$ cat config.mk
export PLATFORM = sky130hd
export DESIGN_NAME = digit_counter_scan_flat
export DESIGN_NICKNAME = d
export VERILOG_FILES = /design/src/rtl/counter_pkg.sv /design/src/rtl/digit_counter_scan_if.sv /design/src/rtl/counter_digit.sv /design/src/rtl/digit_counter_scan.sv /design/src/flat_wrapper.sv
export SDC_FILE = /design/constraint.sdc
export NUM_CORES = 1
export LEC_CHECK = 0
export CAP_MARGIN = 20
export CORE_MARGIN = 5
export CORE_UTILIZATION = 62
export CTS_CLUSTER_DIAMETER = 30
export DETAILED_ROUTE_END_ITERATION = 12
export GPL_ROUTABILITY_DRIVEN = 0
export PLACE_DENSITY = 0.93
export SLEW_MARGIN = 5
export SYNTH_ARGS = -nofsm -noshare
export SYNTH_HDL_FRONTEND = slang
export SYNTH_SLANG_ARGS = --single-unit
$ cat constraint.sdc
create_clock -name clk -period 4.2 [get_ports clk]
set_clock_uncertainty 0.2 [all_clocks]
set_input_delay 0.63 -clock clk [delete_from_list [all_inputs] [get_ports clk]]
set_output_delay 0.63 -clock clk [all_outputs]
set_load 0.03 [all_outputs]
$ cat src/rtl/counter_pkg.sv
// Shared constants and sizing helpers for the digit counter / scan block.
// Contents:
//   DIGIT_W              width of one digit nibble
//   RADIX_BCD/RADIX_HEX  the two legal per-digit radices
//   div_width()          register width for a 0..ratio-1 divider counter
//   idx_width()          register width for a 0..n-1 scan index
package counter_pkg;

    localparam int unsigned DIGIT_W   = 4;
    localparam int unsigned RADIX_BCD = 10;
    localparam int unsigned RADIX_HEX = 16;

    function automatic int unsigned div_width(input int unsigned ratio);
        return (ratio > 2) ? $clog2(ratio) : 1;
    endfunction

    function automatic int unsigned idx_width(input int unsigned n);
        return (n > 1) ? $clog2(n) : 1;
    endfunction

endpackage

$ cat src/rtl/digit_counter_scan_if.sv
// Control/status bundle of digit_counter_scan.
// Signals:
//   en, up_dn, clear, load, load_val  control from the master (host logic)
//   count_val, wrap                   counter state returned to the master
//   digit_val, digit_sel              multiplexed display drive (digit_sel active low)
// Modports: master (drives control), slave (the counter).
interface digit_counter_scan_if #(
    parameter int unsigned NUM_DIGITS = 4
);
    import counter_pkg::*;

    logic                            en;
    logic                            up_dn;
    logic                            clear;
    logic                            load;
    logic [DIGIT_W*NUM_DIGITS-1:0]   load_val;
    logic [DIGIT_W*NUM_DIGITS-1:0]   count_val;
    logic                            wrap;
    logic [DIGIT_W-1:0]              digit_val;
    logic [NUM_DIGITS-1:0]           digit_sel;

    modport master (
        output en, up_dn, clear, load, load_val,
        input  count_val, wrap, digit_val, digit_sel
    );

    modport slave (
        input  en, up_dn, clear, load, load_val,
        output count_val, wrap, digit_val, digit_sel
    );

endinterface

$ cat src/rtl/counter_digit.sv
// One counter digit: register with increment/decrement, ripple carry/borrow,
// synchronous clear and load (BCD loads clamp digits above 9 to 9).
// Ports:
//   clk, rst_n      clock, asynchronous active-low reset
//   clear_i, load_i synchronous clear / load (clear wins)
//   load_val_i      digit value to load
//   up_i            direction, 1 = up
//   cin_i           carry (up) or borrow (down) into this digit; enables the step
//   digit_o         registered digit value
//   cout_o          carry/borrow out, combinational
module counter_digit
    import counter_pkg::*;
#(
    parameter int unsigned RADIX = RADIX_BCD
) (
    input  logic               clk,
    input  logic               rst_n,
    input  logic               clear_i,
    input  logic               load_i,
    input  logic [DIGIT_W-1:0] load_val_i,
    input  logic               up_i,
    input  logic               cin_i,
    output logic [DIGIT_W-1:0] digit_o,
    output logic               cout_o
);

    localparam logic [DIGIT_W-1:0] DigMax = DIGIT_W'(RADIX - 1);

    logic [DIGIT_W-1:0] digit_q, digit_d;
    logic               at_limit;

    // Limit is the value that rolls over in the current direction.
    assign at_limit = up_i ? (digit_q == DigMax) : (digit_q == '0);
    assign cout_o   = cin_i & at_limit;

    always_comb begin
        digit_d = digit_q;
        if (clear_i) begin
            digit_d = '0;
        end else if (load_i) begin
            digit_d = (load_val_i > DigMax) ? DigMax : load_val_i;
        end else if (cin_i) begin
            if (up_i) begin
                digit_d = at_limit ? '0 : digit_q + DIGIT_W'(1);
            end else begin
                digit_d = at_limit ? DigMax : digit_q - DIGIT_W'(1);
            end
        end
    end

    always_ff @(posedge clk or negedge rst_n) begin
        if (!rst_n) begin
            digit_q <= '0;
        end else begin
            digit_q <= digit_d;
        end
    end

    assign digit_o = digit_q;

endmodule

$ cat src/rtl/digit_counter_scan.sv
// Multi-digit BCD/hex up/down counter stepped by a prescaler tick, with a
// free-running scan that time-multiplexes the digits onto one nibble bus and
// active-low one-cold digit enables for a shared 7-segment decoder.
// Ports:
//   clk    system clock, rising edge
//   rst_n  asynchronous active-low reset
//   bus    digit_counter_scan_if.slave (control in, count/wrap/display out)
// Optional feature: define LEADING_ZERO_BLANK_EN to blank leading-zero digits
// (digit 0 is never blanked).
module digit_counter_scan
    import counter_pkg::*;
#(
    parameter int unsigned CLK_HZ     = 50000000,
    parameter int unsigned COUNT_HZ   = 1,
    parameter int unsigned SCAN_HZ    = 1000,
    parameter int unsigned NUM_DIGITS = 4,
    parameter int unsigned RADIX      = 10
) (
    input logic                 clk,
    input logic                 rst_n,
    digit_counter_scan_if.slave bus
);

    localparam int unsigned CountDiv = CLK_HZ / COUNT_HZ;
    localparam int unsigned ScanDiv  = CLK_HZ / SCAN_HZ;
    localparam int unsigned PreW     = div_width(CountDiv);
    localparam int unsigned ScanW    = div_width(ScanDiv);
    localparam int unsigned IdxW     = idx_width(NUM_DIGITS);

    localparam logic [PreW-1:0]  PreMax  = PreW'(CountDiv - 1);
    localparam logic [ScanW-1:0] ScanMax = ScanW'(ScanDiv - 1);
    localparam logic [IdxW-1:0]  IdxMax  = IdxW'(NUM_DIGITS - 1);

    if (!(RADIX == RADIX_BCD || RADIX == RADIX_HEX)) begin : g_bad_radix
        $error("digit_counter_scan: RADIX must be 10 or 16");
    end
    if (NUM_DIGITS < 1 || NUM_DIGITS > 8) begin : g_bad_digits
        $error("digit_counter_scan: NUM_DIGITS must be 1..8");
    end
    if (CountDiv < 2 || (CLK_HZ % COUNT_HZ) != 0) begin : g_bad_count_div
        $error("digit_counter_scan: CLK_HZ/COUNT_HZ must be an integer >= 2");
    end
    if (ScanDiv < 2 || (CLK_HZ % SCAN_HZ) != 0) begin : g_bad_scan_div
        $error("digit_counter_scan: CLK_HZ/SCAN_HZ must be an integer >= 2");
    end

    // Count prescaler; clear/load restart it so the next step is a full period away.
    logic [PreW-1:0] pre_q, pre_d;
    logic            tick, step;

    assign tick = (pre_q == PreMax);
    assign step = tick & bus.en & ~bus.clear & ~bus.load;

    always_comb begin
        pre_d = pre_q;
        if (bus.clear || bus.load) begin
            pre_d = '0;
        end else if (bus.en) begin
            pre_d = tick ? '0 : pre_q + PreW'(1);
        end
    end

    // Digit chain: carry[0] is the step, carry[NUM_DIGITS] means the whole count rolled.
    logic [DIGIT_W-1:0]            digit [NUM_DIGITS];
    logic [NUM_DIGITS:0]           carry;
    logic [DIGIT_W*NUM_DIGITS-1:0] count_flat;

    assign carry[0] = step;

    for (genvar i = 0; i < NUM_DIGITS; i++) begin : g_digit
        counter_digit #(
            .RADIX (RADIX)
        ) u_digit (
            .clk        (clk),
            .rst_n      (rst_n),
            .clear_i    (bus.clear),
            .load_i     (bus.load),
            .load_val_i (bus.load_val[i*DIGIT_W +: DIGIT_W]),
            .up_i       (bus.up_dn),
            .cin_i      (carry[i]),
            .digit_o    (digit[i]),
            .cout_o     (carry[i+1])
        );
        assign count_flat[i*DIGIT_W +: DIGIT_W] = digit[i];
    end

    logic wrap_q;

    // Scan prescaler and index, free-running regardless of en/clear/load.
    logic [ScanW-1:0] scan_q, scan_d;
    logic [IdxW-1:0]  idx_q, idx_d;
    logic             scan_tc;

    assign scan_tc = (scan_q == ScanMax);

    always_comb begin
        scan_d = scan_tc ? '0 : scan_q + ScanW'(1);
        idx_d  = idx_q;
        if (scan_tc) begin
            idx_d = (idx_q == IdxMax) ? '0 : idx_q + IdxW'(1);
        end
    end

    // Display outputs: value and enable both come from idx_q so they move together.
    logic [DIGIT_W-1:0]    digit_val_q, digit_val_d;
    logic [NUM_DIGITS-1:0] digit_sel_q, digit_sel_d;

`ifdef LEADING_ZERO_BLANK_EN
    // lead_zero[i]: digit i and every higher digit are zero.
    logic [NUM_DIGITS-1:0] lead_zero;
    logic                  run_zero;

    always_comb begin
        lead_zero = '0;
        run_zero  = 1'b1;
        for (int i = NUM_DIGITS - 1; i >= 0; i--) begin
            run_zero     = run_zero & (digit[i] == '0);
            lead_zero[i] = run_zero;
        end
    end
`endif

    always_comb begin
        digit_val_d = '0;
        digit_sel_d = '1;
        for (int i = 0; i < NUM_DIGITS; i++) begin
            if (idx_q == IdxW'(i)) begin
                digit_val_d = digit[i];
`ifdef LEADING_ZERO_BLANK_EN
                digit_sel_d[i] = (i != 0) && lead_zero[i];
`else
                digit_sel_d[i] = 1'b0;
`endif
            end
        end
    end

    always_ff @(posedge clk or negedge rst_n) begin
        if (!rst_n) begin
            pre_q       <= '0;
            wrap_q      <= 1'b0;
            scan_q      <= '0;
            idx_q       <= '0;
            digit_val_q <= '0;
            digit_sel_q <= '1;
        end else begin
            pre_q       <= pre_d;
            wrap_q      <= carry[NUM_DIGITS];
            scan_q      <= scan_d;
            idx_q       <= idx_d;
            digit_val_q <= digit_val_d;
            digit_sel_q <= digit_sel_d;
        end
    end

    assign bus.count_val = count_flat;
    assign bus.wrap      = wrap_q;
    assign bus.digit_val = digit_val_q;
    assign bus.digit_sel = digit_sel_q;

endmodule

$ cat src/flat_wrapper.sv
// flat-port wrapper written by rule: the top's interface ports become plain ports
module digit_counter_scan_flat import counter_pkg::*;
#(
    parameter int unsigned CLK_HZ     = 50000000,
    parameter int unsigned COUNT_HZ   = 1,
    parameter int unsigned SCAN_HZ    = 1000,
    parameter int unsigned NUM_DIGITS = 4,
    parameter int unsigned RADIX      = 10
)
  (clk, rst_n, bus_en, bus_up_dn, bus_clear, bus_load, bus_load_val, bus_count_val, bus_wrap, bus_digit_val, bus_digit_sel);
  digit_counter_scan_if #(.NUM_DIGITS(NUM_DIGITS)) bus_i ();
  input logic clk;
  input logic rst_n;
  input wire logic [$bits(bus_i.en)-1:0] bus_en;
  input wire logic [$bits(bus_i.up_dn)-1:0] bus_up_dn;
  input wire logic [$bits(bus_i.clear)-1:0] bus_clear;
  input wire logic [$bits(bus_i.load)-1:0] bus_load;
  input wire logic [$bits(bus_i.load_val)-1:0] bus_load_val;
  output wire logic [$bits(bus_i.count_val)-1:0] bus_count_val;
  output wire logic [$bits(bus_i.wrap)-1:0] bus_wrap;
  output wire logic [$bits(bus_i.digit_val)-1:0] bus_digit_val;
  output wire logic [$bits(bus_i.digit_sel)-1:0] bus_digit_sel;
  assign bus_i.en = bus_en;
  assign bus_i.up_dn = bus_up_dn;
  assign bus_i.clear = bus_clear;
  assign bus_i.load = bus_load;
  assign bus_i.load_val = bus_load_val;
  assign bus_count_val = bus_i.count_val;
  assign bus_wrap = bus_i.wrap;
  assign bus_digit_val = bus_i.digit_val;
  assign bus_digit_sel = bus_i.digit_sel;
  digit_counter_scan #(.CLK_HZ(CLK_HZ), .COUNT_HZ(COUNT_HZ), .SCAN_HZ(SCAN_HZ), .NUM_DIGITS(NUM_DIGITS), .RADIX(RADIX)) u_core (.clk(clk), .rst_n(rst_n), .bus(bus_i));
endmodule
== Word level (Yosys, flattened, before mapping) ==
Cells that the tools add are included.

* Logic and storage cells: 99
* Bits in registers: 69
* Input port bits: 22
* Output and inout bits: 25

* Bitwise gates (word level): 9
* Reductions and logical operators: 11
* Order comparisons: 4
* Equal/unequal tests: 9
* Add/subtract/negate cells: 11
* Multiplexer cells: 45

{| class="wikitable"
|+ Operator list
! kind !! count
|-
| $mux 4 || 32
|-
| $mux 26 || 3
|-
| $add 26x1->26 const B || 1
|-
| $eq 26x26->1 const B || 1
|-
| $add 16x1->16 const B || 1
|-
| $add 4x1->4 const B || 4
|-
| $eq 16x16->1 const B || 1
|-
| $eq 4x4->1 const B || 4
|-
| $gt 4x4->1 const B || 4
|-
| $logic_not 4->1 || 4
|-
| $mux 16 || 1
|-
| $sub 4x1->4 const B || 4
|-
| $reduce_bool 3->1 || 4
|-
| $mux 1 || 8
|-
| $and 1x1->1 || 7
|-
| $eq 2x2->1 const B || 2
|-
| $add 2x1->2 const B || 1
|-
| $eq 2x1->1 const B || 1
|-
| $logic_not 2->1 || 1
|-
| $mux 2 || 1
|-
| $not 1->1 || 2
|-
| $reduce_bool 2->1 || 1
|-
| $logic_or 1x1->1 || 1
|}

== Longest topological paths before layout ==
* Depth in word-level cells: 10
* Gate-level depth with buffers: 7
* Mapped depth without buffers: 7

== By module ==
Synthesis repeated with hierarchy kept, for this count alone.

* Cell total of the unflattened synthesis: 506
* Area total of the unflattened synthesis: 4459.3 µm²

{| class="wikitable"
|+ By module, submodules not included
! module !! instances !! cells an instance !! area each (µm²)
|-
| digit_counter_scan || 1 || 290 || 2752.6
|-
| counter_digit || 4 || 54 || 426.7
|}

== Worst setup path before layout ==
No wires, ideal clock.

* Kind: register to register
* Start point: reg u_core.g_digit[0].u_digit.digit_q[0]
* End point: reg u_core.g_digit[2].u_digit.digit_q[1]
* Library setup time: 125 ps
* Required time: 3875 ps
* Arrival: 2328 ps
* Stages on the path, launching flop included: 8
* Setup slack: 1547 ps
* Path through: dfrtp_1 > inv_1 > ha_1 > or3b_2 > a21oi_1 > and4_4 > a21oi_4 > mux2_4

* Cells in the longest elaborated chain, start to end: 5
* Elaborated cells on any way between the ends: 6
* Classes of those cells: eq/ne (1); mux (1); bitwise (2); reduce/logical (2)

{| class="wikitable"
|+ Ends and longest elaborated chain
! item !! line !! source
|-
| from (decl) || counter_digit.sv:29 || <nowiki>logic [DIGIT_W-1:0] digit_q, digit_d;</nowiki>
|-
| from (signal assigned) || counter_digit.sv:55 || <nowiki>digit_q <= digit_d;</nowiki>
|-
| $eq 4x4->1 / $logic_not 4->1 (equally long branches) || counter_digit.sv:33 || <nowiki>assign at_limit = up_i ? (digit_q == DigMax) : (digit_q == '0);</nowiki>
|-
| $mux 1 * || counter_digit.sv:33 ||
|-
| $and 1x1->1 * (2 in a row) || counter_digit.sv:34 || <nowiki>assign cout_o = cin_i & at_limit;</nowiki>
|-
| $reduce_bool 3->1 (no source line) * || n/a ||
|-
| to (signal assigned) || counter_digit.sv:55 ||
|-
| to (decl) || counter_digit.sv:29 ||
|}

Every way passes the cells marked *; elsewhere a longest branch is shown, timed or not.
A chain may end at the register's enable or synchronous reset.

== Final worst setup path ==
* Start point: in bus_up_dn
* End point: reg u_core.g_digit[3].u_digit.digit_q[2]

* Cells in the longest elaborated chain, start to end: 6
* Elaborated cells on any way between the ends: 14
* Classes of those cells: mux (10); bitwise (3); reduce/logical (1)

{| class="wikitable"
|+ Ends and longest elaborated chain
! item !! line !! source
|-
| from (decl) || flat_wrapper.sv:15 || <nowiki>input wire logic [$bits(bus_i.up_dn)-1:0] bus_up_dn;</nowiki>
|-
| $mux 1 || counter_digit.sv:33 ||
|-
| $mux 4, on equally long branches || counter_digit.sv:46, counter_digit.sv:44 ||
|-
| $mux 4 || counter_digit.sv:43 || <nowiki>if (up_i) begin</nowiki>
|-
| $mux 4 || counter_digit.sv:42 || <nowiki>end else if (cin_i) begin</nowiki>
|-
| $mux 4 || counter_digit.sv:40 || <nowiki>end else if (load_i) begin</nowiki>
|-
| $mux 4 || counter_digit.sv:38 || <nowiki>if (clear_i) begin</nowiki>
|-
| to (signal assigned) || counter_digit.sv:55 ||
|-
| to (decl) || counter_digit.sv:29 ||
|}

Parallel ways exist; a longest one is shown, timed or not. The select of a mux whose other input is x is not followed.

==> impl_results.md <==
- Outcome: finished, final reports clean
- HPWL Detailed: 7810 microns
- Vias in the first global route: 3952
- Maximum vdd drop: 0.000171 V
- CP required: 4.24 ns
- Area grow syn2layout: 16.0%
- Worst path bufs/invs: 1
- GRT Residual Overflow: 0
- Die H: 94.7 microns
- Mapped Nets: 542
- Clk Latency, worst-skew pair: 0.36 ns
- Slowest CP cell: clkdlybuf4s50_1
- First-pass GRT wire length: 18700 microns
- Post-synth EDFFs: 0
- Iter 0 DRT Violations: 345
- Worst Path Max Fanout: 12
- Ports: 47
- Pin count of the biggest net entering global routing: 40
- Die area: 8970 sq um
- Tcrit/Tclk final: 73.2%
- Startpoint types: primary input
- Max-cap viol count: 0
- Worst hold path type: primary input to asynchronous set/reset pin
- Hold buffers post-CTS: 0
- Mean Syn Cell Area: 8.86 sq um
- First-pass DRT Iterations: 5
- Critical path class: primary input to flop
- H-tree Lvls: 3
- Power per Cell Area: 312 nW/um^2
- Synth unique cells: 63
- Area contributors post-synth: dfrtp_1 37%, ha_1 5.1%, a21oi_1 4.8%
- Slew @ Worst Pin: 0.885 ns
- Drt via density: 6.50
- # setup viols final: 0
- CTS Root Buffer Type: clkbuf_8
- Clk sink count: 69
- CTS tree: yes
- Post-DRT Antenna Nets: 0
- Netlist Area Pre-Place: 4450 sq um
- Sw frac: 30.9%
- Gate Count Post-Synth: 502
- Routed vias: 4175
- WP data arrival: 3.11 ns
- CORE AREA: 6910 sq um
- GRT Util Overall: 26.7%
- Starting Density: 64.4%
- Final core occ: 74.7%
- Synth area leader: dfrtp_1
- Clock network power share: 34.5%
- Routed WL per cell: 17.7 microns
- Static leakage: 2.08 nW
- Die width: 94.7 microns
- Switching pwr: 0.497 mW
- Number of remaining DRC errors: 0
- FFs w/ async S/R, synth: 100%
- Commonest cells after routing, fill and taps aside: 65 x dfrtp_1, 45 x clkdlybuf4s50_1, 43 x a21oi_1, 38 x nand2_1, 35 x nor2_1
- Fin. Hold Viols: 0
- Yosys top cell area share: 36.6%
- CP Cell Sequence: clkdlybuf4s50_1, or3b_2, a21oi_1, and4_4, a21oi_4, mux2_4
- Sequential Power Share: 45.5%
- Ys Warns: 0
- # port buffers: 46
- Fmax: 325 MHz
- Post-CTS Setup Bufs: 0
- Endpoint type of the worst setup path: flop
- Post-cts resize count: 0
- Commonest non-fill, non-tap cell in the layout: dfrtp_1
- Register bit total from synthesis: 69
- Total negative setup slack: 0 ns
- Int Power: 1.11 mW
- Logic pwr share: 20.0%
- Crit-path max cell delay: 0.64 ns
- Overall Power: 1.61 mW
- DRT Wirelength: 11400 microns
- Clk buf depth: 2
- # diodes: 0
- Crit path time final: 3.07 ns
- Initial antenna violation count: 0
- Clock transition at the registers of the reported paths: 0.08 ns
- Worst path top cell family by delay: simple AND/OR/NAND/NOR gates
- Layout Nets: 581
- Post-synth top flop: dfrtp_1
- RSZ-0062 raised after global routing: no
- Row cnt: 30
- Fin. max-slew vios: 0
- Seq/Total Area, Yosys: 38.9%
- Fraction of layout cells with a size suffix above 1: 9.71%
- Cts bufs inserted: 9
- Max_slew headroom: 41.0%
==> metal layers <==
metal	global-route usage, %	vias up	part of all wire (%)
li1	-	1917	-
met1	32.4	1995	39
met2	44.9	224	50
met3	4.86	39	7.6
met4	14.3	0	3.2
met5	0	-	0
==> cell families (layout without fill, tap and decap cells) <==
logic type	Yosys count	after routing	synth area share, %
flops	69	69	38.9
xor+xnor	21	21	4.13
simple gates	191	191	23.3
mux	14	14	3.91
fa+ha+maj	18	18	5.06
buf+inv	46	90	4.25
compound gates	143	143	20.5
==> state kept, by name, summed over array words and instances, names as in the netlist <==
name,count
u_core.bus.wrap,1
u_core.pre_q,26
u_core.g_digit.u_digit.digit_o,16
u_core.bus.digit_val,4
u_core.bus.digit_sel,4
u_core.scan_q,16
u_core.idx_q,2
==> metrics by stage <==
stage,instance area [sq um],setup WS [ns],std cells,hold slack [ns]
global route,5160,1.07,642,0.250
finish,5160,1.13,642,0.188
global placement,4960,0.926,626,0.266
detailed placement,4960,0.823,626,0.273
floorplan,4450,1.55,502,0.134
CTS,5160,1.17,642,0.206
==> synth_stat cells, drive strengths merged (3+ instances only) <==
library cell  count
a41oi             3
mux2i             5
nand4            10
nor3              9
mux2              9
inv              23
nor2             35
dfstp             4
and4              6
or3               9
nor4              6
nor2b             7
xor2             10
ha               18
and3              7
nand2b            8
buf               5
o31ai             4
or3b              6
o311ai            3
dfrtp            65
nand2            38
xnor2            11
a21oi            46
clkbuf           18
nand3b            7
a21o              6
a211oi            3
nand3            31
a31oi            24
o21ai            34
and2              5
==> power by group through the flow <==
stage	combinational (mW)	sequential [mW]	clock (mW)
finish	0.322	0.732	0.555
global placement	0.303	0.741	0
global route	0.347	0.735	0.596
CTS	0.318	0.730	0.563
detailed placement	0.315	0.743	0
floorplan	0.175	0.759	0
==> final cells by class <==
| cell class | count | area (sq um) |
|---|---|---|
| Multi-Input combinational cell | 387 | 2530 |
| Fill cell | 485 | 1750 |
| Sequential cell | 69 | 1730 |
| Timing Repair Buffer | 51 | 493 |
| Clock buffer | 10 | 138 |
| Tap cell | 96 | 120 |
| Inverter | 23 | 86.3 |
| Clock inverter | 6 | 62.6 |
==> final timing paths <==
check / endpoint / cells past startpoint / slack, ns / from
setup / recovery: u_core.g_digit[3].u_digit.digit_o[2]$_DFFE_PN0P_ / 6 / 1.13 / bus_up_dn
hold / removal: u_core.g_digit[2].u_digit.digit_o[0]$_DFFE_PN0P_ / 1 / 0.19 / rst_n
setup reg to reg: u_core.g_digit[3].u_digit.digit_o[2]$_DFFE_PN0P_ / 7 / 1.26 / u_core.g_digit[0].u_digit.digit_o[0]$_DFFE_PN0P_
hold reg to reg: u_core.scan_q[0]$_DFF_PN0_ / 1 / 0.28 / u_core.scan_q[0]$_DFF_PN0_
max in group asynchronous: u_core.pre_q[20]$_DFFE_PN0P_ / 2 / 2.68 / rst_n
min in group clk: u_core.scan_q[0]$_DFF_PN0_ / 1 / 0.28 / u_core.scan_q[0]$_DFF_PN0_
Power figures use the tool's default switching activity.
